### config.mk
export PLATFORM = sky130hd
export DESIGN_NAME = evt_counter_mc_flat
export DESIGN_NICKNAME = d
export VERILOG_FILES = /design/src/rtl/evt_counter_mc_if.sv /design/src/rtl/evt_counter_mc.sv /design/src/flat_wrapper.sv
export SDC_FILE = /design/constraint.sdc
export NUM_CORES = 1
export LEC_CHECK = 0
export CELL_PAD_IN_SITES_DETAIL_PLACEMENT = 0
export CELL_PAD_IN_SITES_GLOBAL_PLACEMENT = 1
export CORE_ASPECT_RATIO = 1.2
export CORE_MARGIN = 1.5
export CORE_UTILIZATION = 43
export CTS_CLUSTER_DIAMETER = 50
export CTS_CLUSTER_SIZE = 25
export DETAILED_ROUTE_END_ITERATION = 8
export GPL_ROUTABILITY_DRIVEN = 1
export PLACE_DENSITY = 0.9
export SKIP_CTS_REPAIR_TIMING = 1
export SLEW_MARGIN = 5
export SYNTH_ARGS = -nofsm -noshare
export SYNTH_HDL_FRONTEND = slang
export SYNTH_SLANG_ARGS = --single-unit
### constraint.sdc
create_clock -name clk_in -period 6.9 [get_ports clk_in]
set_clock_uncertainty 0.2 [all_clocks]
set_input_delay 1.38 -clock clk_in [delete_from_list [all_inputs] [get_ports clk_in]]
set_output_delay 1.38 -clock clk_in [all_outputs]
set_load 0.1 [all_outputs]
### src/rtl/evt_counter_mc_if.sv
// Snapshot handshake bundle for evt_counter_mc.
// The consumer drives request/ack and the counter block returns the captured counts.
interface evt_counter_mc_if #(
    parameter int N_CH  = 4,
    parameter int WIDTH = 16
);
    logic                  snap_req_in;
    logic                  snap_ack_in;
    logic [N_CH*WIDTH-1:0] snap_out;
    logic                  snap_valid_out;
    logic                  snap_ovf_out;

    // Consumer side (UART/display readout)
    modport master (
        output snap_req_in, snap_ack_in,
        input  snap_out, snap_valid_out, snap_ovf_out
    );

    // Counter side
    modport slave (
        input  snap_req_in, snap_ack_in,
        output snap_out, snap_valid_out, snap_ovf_out
    );
endinterface

### src/rtl/evt_counter_mc.sv
// Multi-channel event counter: N_CH independent modulo-MAX_COUNT counters with
// up/down, wrap/saturate, clear, load and a wrap pulse, plus a coherent
// snapshot of all channels behind a valid/ack handshake.

// One counter channel.
module evt_counter_mc_lane #(
    parameter int          WIDTH     = 16,
    parameter int unsigned MAX_COUNT = 40_000
) (
    input  logic             clk_in,
    input  logic             rst_n_in,
    input  logic             evt_in,
    input  logic             dir_in,
    input  logic             sat_mode_in,
    input  logic             clr_in,
    input  logic             load_in,
    input  logic [WIDTH-1:0] load_val_in,
    output logic [WIDTH-1:0] count_out,
    output logic             wrap_out
);
    // Top of the legal range, held at WIDTH bits so MAX_COUNT = 2**WIDTH works.
    localparam logic [WIDTH-1:0] TOP = WIDTH'(MAX_COUNT - 1);

    logic [WIDTH-1:0] count_q, count_d;
    logic             wrap_q, wrap_d;

    // Next count: clear > load > event > hold; the count never leaves 0..TOP,
    // so equality against the range ends is enough to detect a boundary.
    always_comb begin
        count_d = count_q;
        wrap_d  = 1'b0;
        if (clr_in) begin
            count_d = '0;
        end else if (load_in) begin
            count_d = (load_val_in > TOP) ? TOP : load_val_in;
        end else if (evt_in) begin
            if (dir_in) begin
                if (count_q != TOP) begin
                    count_d = count_q + WIDTH'(1);
                end else if (!sat_mode_in) begin
                    count_d = '0;
                    wrap_d  = 1'b1;
                end
            end else begin
                if (count_q != '0) begin
                    count_d = count_q - WIDTH'(1);
                end else if (!sat_mode_in) begin
                    count_d = TOP;
                    wrap_d  = 1'b1;
                end
            end
        end
    end

    // Count and wrap-pulse registers.
    always_ff @(posedge clk_in or negedge rst_n_in) begin
        if (!rst_n_in) begin
            count_q <= '0;
            wrap_q  <= 1'b0;
        end else begin
            count_q <= count_d;
            wrap_q  <= wrap_d;
        end
    end

    assign count_out = count_q;
    assign wrap_out  = wrap_q;
endmodule

module evt_counter_mc #(
    parameter int          N_CH      = 4,
    parameter int          WIDTH     = 16,
    parameter int unsigned MAX_COUNT = 40_000
) (
    input  logic                  clk_in,
    input  logic                  rst_n_in,
    input  logic [N_CH-1:0]       evt_in,
    input  logic [N_CH-1:0]       dir_in,
    input  logic [N_CH-1:0]       sat_mode_in,
    input  logic [N_CH-1:0]       clr_in,
    input  logic [N_CH-1:0]       load_in,
    input  logic [WIDTH-1:0]      load_val_in,
    output logic [N_CH*WIDTH-1:0] count_out,
    output logic [N_CH-1:0]       wrap_out,
    evt_counter_mc_if.slave       snap
);
    if (N_CH < 1 || N_CH > 16) begin : g_bad_nch
        $error("evt_counter_mc: N_CH must be in 1..16");
    end
    if (MAX_COUNT < 2 || 64'(MAX_COUNT) > (64'd1 << WIDTH)) begin : g_bad_max
        $error("evt_counter_mc: MAX_COUNT must satisfy 2 <= MAX_COUNT <= 2**WIDTH");
    end

    logic [N_CH-1:0][WIDTH-1:0] count;

    for (genvar i = 0; i < N_CH; i++) begin : g_lane
        evt_counter_mc_lane #(
            .WIDTH     (WIDTH),
            .MAX_COUNT (MAX_COUNT)
        ) u_lane (
            .clk_in      (clk_in),
            .rst_n_in    (rst_n_in),
            .evt_in      (evt_in[i]),
            .dir_in      (dir_in[i]),
            .sat_mode_in (sat_mode_in[i]),
            .clr_in      (clr_in[i]),
            .load_in     (load_in[i]),
            .load_val_in (load_val_in),
            .count_out   (count[i]),
            .wrap_out    (wrap_out[i])
        );
    end

    assign count_out = count;

    logic [N_CH-1:0][WIDTH-1:0] snap_q, snap_d;
    logic                       snap_valid_q, snap_valid_d;
    logic                       snap_ovf_q, snap_ovf_d;

    // Snapshot handshake: an ack frees the holding register first, so a request
    // in the same cycle is captured instead of being counted as an overflow.
    // The capture takes the registered counts, i.e. the pre-update values.
    always_comb begin
        snap_d       = snap_q;
        snap_valid_d = snap_valid_q;
        snap_ovf_d   = snap_ovf_q;
        if (snap_valid_q && snap.snap_ack_in) begin
            snap_valid_d = 1'b0;
            snap_ovf_d   = 1'b0;
        end
        if (snap.snap_req_in) begin
            if (!snap_valid_d) begin
                snap_d       = count;
                snap_valid_d = 1'b1;
            end else begin
                snap_ovf_d   = 1'b1;
            end
        end
    end

    // Snapshot holding registers.
    always_ff @(posedge clk_in or negedge rst_n_in) begin
        if (!rst_n_in) begin
            snap_q       <= '0;
            snap_valid_q <= 1'b0;
            snap_ovf_q   <= 1'b0;
        end else begin
            snap_q       <= snap_d;
            snap_valid_q <= snap_valid_d;
            snap_ovf_q   <= snap_ovf_d;
        end
    end

    assign snap.snap_out       = snap_q;
    assign snap.snap_valid_out = snap_valid_q;
    assign snap.snap_ovf_out   = snap_ovf_q;
endmodule

### src/flat_wrapper.sv
// flat-port wrapper written by rule: the top's interface ports become plain ports
module evt_counter_mc_flat 
#(
    parameter int          N_CH      = 4,
    parameter int          WIDTH     = 16,
    parameter int unsigned MAX_COUNT = 40_000
)
  (clk_in, rst_n_in, evt_in, dir_in, sat_mode_in, clr_in, load_in, load_val_in, count_out, wrap_out, snap_snap_req_in, snap_snap_ack_in, snap_snap_out, snap_snap_valid_out, snap_snap_ovf_out);
  evt_counter_mc_if #(.N_CH(N_CH), .WIDTH(WIDTH)) snap_i ();
  input  logic clk_in;
  input  logic rst_n_in;
  input  logic [N_CH-1:0] evt_in;
  input  logic [N_CH-1:0] dir_in;
  input  logic [N_CH-1:0] sat_mode_in;
  input  logic [N_CH-1:0] clr_in;
  input  logic [N_CH-1:0] load_in;
  input  logic [WIDTH-1:0] load_val_in;
  output logic [N_CH*WIDTH-1:0] count_out;
  output logic [N_CH-1:0] wrap_out;
  input wire logic [$bits(snap_i.snap_req_in)-1:0] snap_snap_req_in;
  input wire logic [$bits(snap_i.snap_ack_in)-1:0] snap_snap_ack_in;
  output wire logic [$bits(snap_i.snap_out)-1:0] snap_snap_out;
  output wire logic [$bits(snap_i.snap_valid_out)-1:0] snap_snap_valid_out;
  output wire logic [$bits(snap_i.snap_ovf_out)-1:0] snap_snap_ovf_out;
  assign snap_i.snap_req_in = snap_snap_req_in;
  assign snap_i.snap_ack_in = snap_snap_ack_in;
  assign snap_snap_out = snap_i.snap_out;
  assign snap_snap_valid_out = snap_i.snap_valid_out;
  assign snap_snap_ovf_out = snap_i.snap_ovf_out;
  evt_counter_mc #(.N_CH(N_CH), .WIDTH(WIDTH), .MAX_COUNT(MAX_COUNT)) u_core (.clk_in(clk_in), .rst_n_in(rst_n_in), .evt_in(evt_in), .dir_in(dir_in), .sat_mode_in(sat_mode_in), .clr_in(clr_in), .load_in(load_in), .load_val_in(load_val_in), .count_out(count_out), .wrap_out(wrap_out), .snap(snap_i));
endmodule
# Yosys cells after proc, flatten, opt, wreduce, memory -nomap -nowiden
# Cells that the tools add are included.
classes:
  n_addsub: 8
  magnitude_cmp: 1
  n_eq_ne: 12
  muxes: 66
  n_bitwise: 1
  reduce_logical: 14
op_table:
  columns: ["op", "count"]
  rows:
  - ["16-bit two-way mux", 33]
  - ["16-bit by 1-bit adder with 16-bit output, second input constant", 4]
  - ["16-bit inequality test, second input constant", 4]
  - ["16-bit nonzero test", 4]
  - ["16-bit by 1-bit subtractor with 16-bit output, second input constant", 4]
  - ["5-bit by 2-bit inequality test with 1-bit output, second input constant", 8]
  - ["1-bit two-way mux", 33]
  - ["16-bit greater-than comparator, second input constant", 1]
  - ["3-bit AND reduction", 4]
  - ["3-bit nonzero test", 4]
  - ["2-bit AND reduction", 1]
  - ["1-bit logical AND", 1]
  - ["1-bit inverter", 1]
word_totals:
  register_bits: 134
  inputBits: 40
  out_inout_bits: 134

# Logic depth before layout (Yosys ltp)
depth:
  depth_word: 6
  mapped_depth: 10
  depth_no_buf: 8

# Modules after synthesis
# Synthesis repeated with hierarchy kept, for this count alone.
unflattened:
  hier_cells: 1111
  area_unflattened_um2: 10077.2
by_module_without_submodules:
  columns: ["module", "instances", "cells_each", "area_per_inst_um2", "seq_area_each_um2"]
  rows:
  - ["evt_counter_mc_lane (u_core.g_lane[0].u_lane ...)", 3, 245, 1844.3, 425.4]
  - ["evt_counter_mc", 1, 141, 2706.3, 1651.6]
  - ["evt_counter_mc_lane (u_core.g_lane[3].u_lane)", 1, 235, 1838.0, 425.4]

# Worst setup path before layout
# Ideal clock, no wire load.
synth_path:
  path_type: "input-to-reg"
  start: "in load_val_in[9]"
  end: "reg u_core.g_lane[3].u_lane.count_q[2]"
  setup_ns: 0.121
  arrival_ns: 3.079
  slack_ns: 3.500
  stages: 6
  path_buffers: 0
  path_cell_list: "or4_1 a211o_1 and2_1 or2_2 a211o_1 a22o_1"
synth_via:
  elab_chain_cells: 4
synth_rtl:
  columns: ["item", "line_no", "text"]
  rows:
  - ["start: declaration", "flat_wrapper.sv:17", "input logic [WIDTH-1:0] load_val_in;"]
  - ["16-bit greater-than comparator", "evt_counter_mc.sv:35", "count_d = (load_val_in > TOP) ? TOP : load_val_in;"]
  - ["16-bit two-way mux", "evt_counter_mc.sv:35", null]
  - ["16-bit two-way mux", "evt_counter_mc.sv:34", "end else if (load_in) begin"]
  - ["16-bit two-way mux", "evt_counter_mc.sv:32", "if (clr_in) begin"]
  - ["end signal: assignment", "evt_counter_mc.sv:61", "count_q <= count_d;"]
  - ["end: declaration", "evt_counter_mc.sv:24", "logic [WIDTH-1:0] count_q, count_d;"]
# Every way passes these cells.
# A chain may end at the register's enable or synchronous reset.

# Worst setup path in the final report
layout_path:
  start: "reg u_core.g_lane[0].u_lane.count_q[1]"
  end: "reg u_core.g_lane[0].u_lane.count_q[6]"
layout_via:
  elab_chain_cells: 6
  word_cells_on_any_way: 13
  cone_classes: "add/sub (2); eq/ne (3); mux (6); reduce/logical (2)"
layout_rtl:
  columns: ["item", "line_no", "text"]
  rows:
  - ["start: declaration", "evt_counter_mc.sv:24", null]
  - ["start signal: assignment", "evt_counter_mc.sv:61", null]
  - ["16-bit by 1-bit subtractor with 16-bit output, or another cell as far along", "evt_counter_mc.sv:46", "count_d = count_q - WIDTH'(1);"]
  - ["16-bit two-way mux, on equally long branches", "evt_counter_mc.sv:45, evt_counter_mc.sv:38", null]
  - ["16-bit two-way mux", "evt_counter_mc.sv:37", "if (dir_in) begin"]
  - ["16-bit two-way mux", "evt_counter_mc.sv:36", "end else if (evt_in) begin"]
  - ["16-bit two-way mux", "evt_counter_mc.sv:34", null]
  - ["16-bit two-way mux", "evt_counter_mc.sv:32", null]
# Several ways; a longest one is shown, not always the timed one. The select of a mux whose other input is x is not followed.

==> impl_metrics.csv <==
group,metric,value,unit
run_status,status,"complete, but fails checks",
run_status,violations,"DRC",
clock_tree,clk_pin_slew,0.06,ns
finish,drive_gt1_share,9.93,%
placed_design,gp_congestion,0.988,
finish,most-common-layout-cells,"172 x sky130_fd_sc_hd__clkdlybuf4s50_1, 134 x sky130_fd_sc_hd__dfrtp_1, 115 x sky130_fd_sc_hd__nand2_1, 74 x sky130_fd_sc_hd__o21ai_0, 72 x sky130_fd_sc_hd__nor2_1",
timing,timing.hold.ws,0.275,ns
critical_path,worstSetupPathType,"reg -> reg",
timing,postLayoutSetupSlackWorst,2.77,ns
synthesis,postSynth.asyncResetShare,100,%
hold_path,worst_hold_path.endpoint,"u_core.snap.snap_out[11]",
die,io_pins,174,
detailed_routing,vias_per_cell,6.72,
timing,layout_worst_path_cycle_share,59.9,%
finish,fill_cells,2075,
detailed_routing,route.detailed.wl_per_inst,22.4,um
clock_tree,cts_max_path_buffers,2,
die,die-width,140,um
critical_path,crit_slowest_cell,"sky130_fd_sc_hd__o41ai_2",
synthesis,synth_enable_flop_cells,0,
critical_path,timing.critical_path.from_type,"register",
synthesis,synth_flop_cell,"sky130_fd_sc_hd__dfrtp_1",
synthesis,synthesis.area,9660,um^2
detailed_routing,routed_wl,34200,um
critical_path,worst_setup_path_end_kind,"register",
detailed_routing,drt_iter0_markers,1345,
power_and_ir_drop,power.ir.vdd_worst,0.000182,V
synthesis,synth_fp_nets,1198,
placed_design,pre_cts_slack,2.43,ns
timing,grt_setup_unrepaired,"no",
critical_path,worst-endpoint-required,7.03,ns
run,max-cap-violations,0,
clock_tree,cts_num_sinks,134,
critical_path,worst_setup_path_startpoint,"u_core.g_lane[0].u_lane.count_out[1]",
synthesis,netlist-cell-type-count,88,
synthesis,synth.yosys.seq_area_share,34.7,%
synthesis,post_synth_inst_count,1146,
grt,grt_antenna_before_repair,0,
grt,globalRouteMet3Util,5.58,%
timing,worst_slew_margin_rel,17.9,%
synthesis,yosys_register_bits,134,
finish,layout_area_growth_over_synthesis,23.7,%
critical_path,worstPathMaxFanout,13,
timing,finalWorstPathRequiredPeriod,4.13,ns
finish,nets,1290,
critical_path,ff2ff_path_depth,8,
detailed_routing,detail-route-antenna-nets,0,
grt,grt_start_max_net_pins,83,
grt,groute.layer.met1.usage,39.5,%
timing,worstMarginPinSlew,1.22,ns
die,initial_core_util,44.2,%
critical_path,critical_path.cell_chain,"inv_1 > ha_1 > or4b_2 > o41ai_2 > o211ai_1 > a21oi_1 > a2111oi_0 > a21o_1",
clock_tree,clk_latency,0.44,ns
grt,grt_pass1_vias,9758,
finish,mostFrequentLayoutCell,"sky130_fd_sc_hd__clkdlybuf4s50_1",
timing,finalMaxSlewViolations,0,
power_and_ir_drop,design_power_total,3.40,mW
placed_design,dp_hpwl,23700,um
hold_path,hold_path_startpoint,"u_core.snap.snap_out[11]",
critical_path,r2r_end,"u_core.g_lane[0].u_lane.count_out[6]",
clock_tree,htree_num_levels,4,
timing,setup_total_negative_slack,0,ns
power_and_ir_drop,cellPowerDensity,285,nW/um^2
grt,global_route.usage.total,29.6,%
timing,setup_viol,0,
critical_path,cp.arrival,4.26,ns
grt,wire_length_of_the_first_global_routing_pass,54800,um
detailed_routing,drt_pre_antenna_iters,8,
synthesis,yosysWarnings,0,
finish,insertedDiodeCount,0,
synthesis,syn_avg_cell_area,8.43,um^2
placed_design,placement.io_buffers,173,
critical_path,r2r_setup_slack,2.77,ns
clock_tree,tritoncts,"yes",
grt,globalRouteMet2Util,45.7,%
die,floorplan.rows,59,
clock_tree,number_of_clock_buffers_inserted_by_tritoncts,17,
die,floorplan.die_area,23400,um^2
grt,grt_overflow_total,0,
timing,finalHoldViolCount,0,
finish,layout.core_utilization,54.7,%
clock_tree,root_buffer,"sky130_fd_sc_hd__clkbuf_16",
critical_path,critical_path.max_stage_delay,0.87,ns
critical_path,r2r-start,"u_core.g_lane[0].u_lane.count_out[1]",
die,die_height,167,um
hold_path,worst_hold_path.num_cells,2,
grt,top_usage_layer,"met2",
detailed_routing,post-route-drc-count,12,
power_and_ir_drop,power.static_leakage,4.63,nW
die,placeableCoreArea,21900,um^2
timing,clock.fmax,242,MHz
hold_path,hold_path_class,"reg -> reg",
detailed_routing,vias,10200,
[registers in the layout, indices dropped and copies added, names as in the netlist]
register	count
u_core.snap.snap_valid_out	1
u_core.g_lane.u_lane.count_out	64
u_core.snap.snap_out	64
u_core.g_lane.u_lane.wrap_out	4
u_core.snap.snap_ovf_out	1
[stage by stage]
step,instances,instance area [um^2]
after global routing,1523,11900
after detailed placement,1493,11300
after global placement,1493,11300
after CTS,1523,11900
final,1523,11900
after floorplan,1146,9660
[critical path, delay by kind of cell (launching register included)]
family                   cells  cell delay, ns
buffers and inverters        1            0.15
flip-flops                   1            0.51
adder cells (fa/ha/maj)      1            0.18
AO/OA/AOI/OAI                5            2.35
AND/OR/NAND/NOR              1            0.62
[worst max-delay path by stage]
stage,endpoint,slack (ns),cells past startpoint
detailed placement,u_core.g_lane[3].u_lane.count_out[12],2.43,7
floorplan,u_core.g_lane[3].u_lane.count_out[2],3.50,6
global placement,u_core.g_lane[0].u_lane.count_out[6],2.48,8
finish,u_core.g_lane[0].u_lane.count_out[6],2.77,8
global route,u_core.g_lane[0].u_lane.count_out[6],2.39,8
CTS,u_core.g_lane[0].u_lane.count_out[6],2.80,8
[power breakdown]
part	switching (mW)	total [mW]	internal [mW]	leakage (nW)
Combinational	1.03	1.39	0.358	2.59
Clock	0.364	0.993	0.629	0.294
Sequential	0.148	1.02	0.875	1.75
Total	1.54	3.40	1.86	4.63
[cells in the mapped netlist (13+ instances only)]
cell type,n,area [um^2]
sky130_fd_sc_hd__a21oi_1,52,260
sky130_fd_sc_hd__mux2_2,47,529
sky130_fd_sc_hd__or2_2,13,81.3
sky130_fd_sc_hd__clkbuf_1,84,315
sky130_fd_sc_hd__nand3_1,45,225
sky130_fd_sc_hd__or3_1,14,87.6
sky130_fd_sc_hd__a31oi_1,21,131
sky130_fd_sc_hd__nor3_1,37,185
sky130_fd_sc_hd__nand4_1,26,163
sky130_fd_sc_hd__o31ai_1,13,97.6
sky130_fd_sc_hd__a221oi_1,17,149
sky130_fd_sc_hd__nand2_1,116,435
sky130_fd_sc_hd__o21ai_0,74,370
sky130_fd_sc_hd__nor4_1,28,175
sky130_fd_sc_hd__inv_1,37,139
sky130_fd_sc_hd__dfrtp_1,134,3350
sky130_fd_sc_hd__nor2_1,72,270
[cells by family (layout without fill, tap and decap cells)]
group / Yosys count / count (layout) / synth area share, %
adders and majority gates: 12 / 12 / 1.55
buffers and inverters: 143 / 246 / 6.22
muxes: 48 / 48 / 5.58
xor gates and xnor gates: 18 / 18 / 1.63
DFF: 134 / 134 / 34.7
AOI/OAI and AO/OA: 339 / 339 / 25.1
and+or+nand+nor: 452 / 452 / 25.2
[layout make-up]
class,instances,area (um^2),area share (%)
multi-input combinational,869,5710,47.8
sequential,134,3350,28.1
timing repair buffer,179,1780,14.9
clock buffer,22,474,3.97
tap,274,343,2.87
clock inverter,8,148,1.24
inverter,37,139,1.16
[routing by layer]
layer | vias to the layer above | wire length (um) | part of all wire [%]
li1 | 4545 | - | -
met1 | 4957 | 14100 | 41
met2 | 621 | 15500 | 45
met3 | 104 | 3040 | 8.9
met4 | 0 | 1500 | 4.4
met5 | - | 0 | 0
No activity file was read; power rests on OpenSTA's default activity.
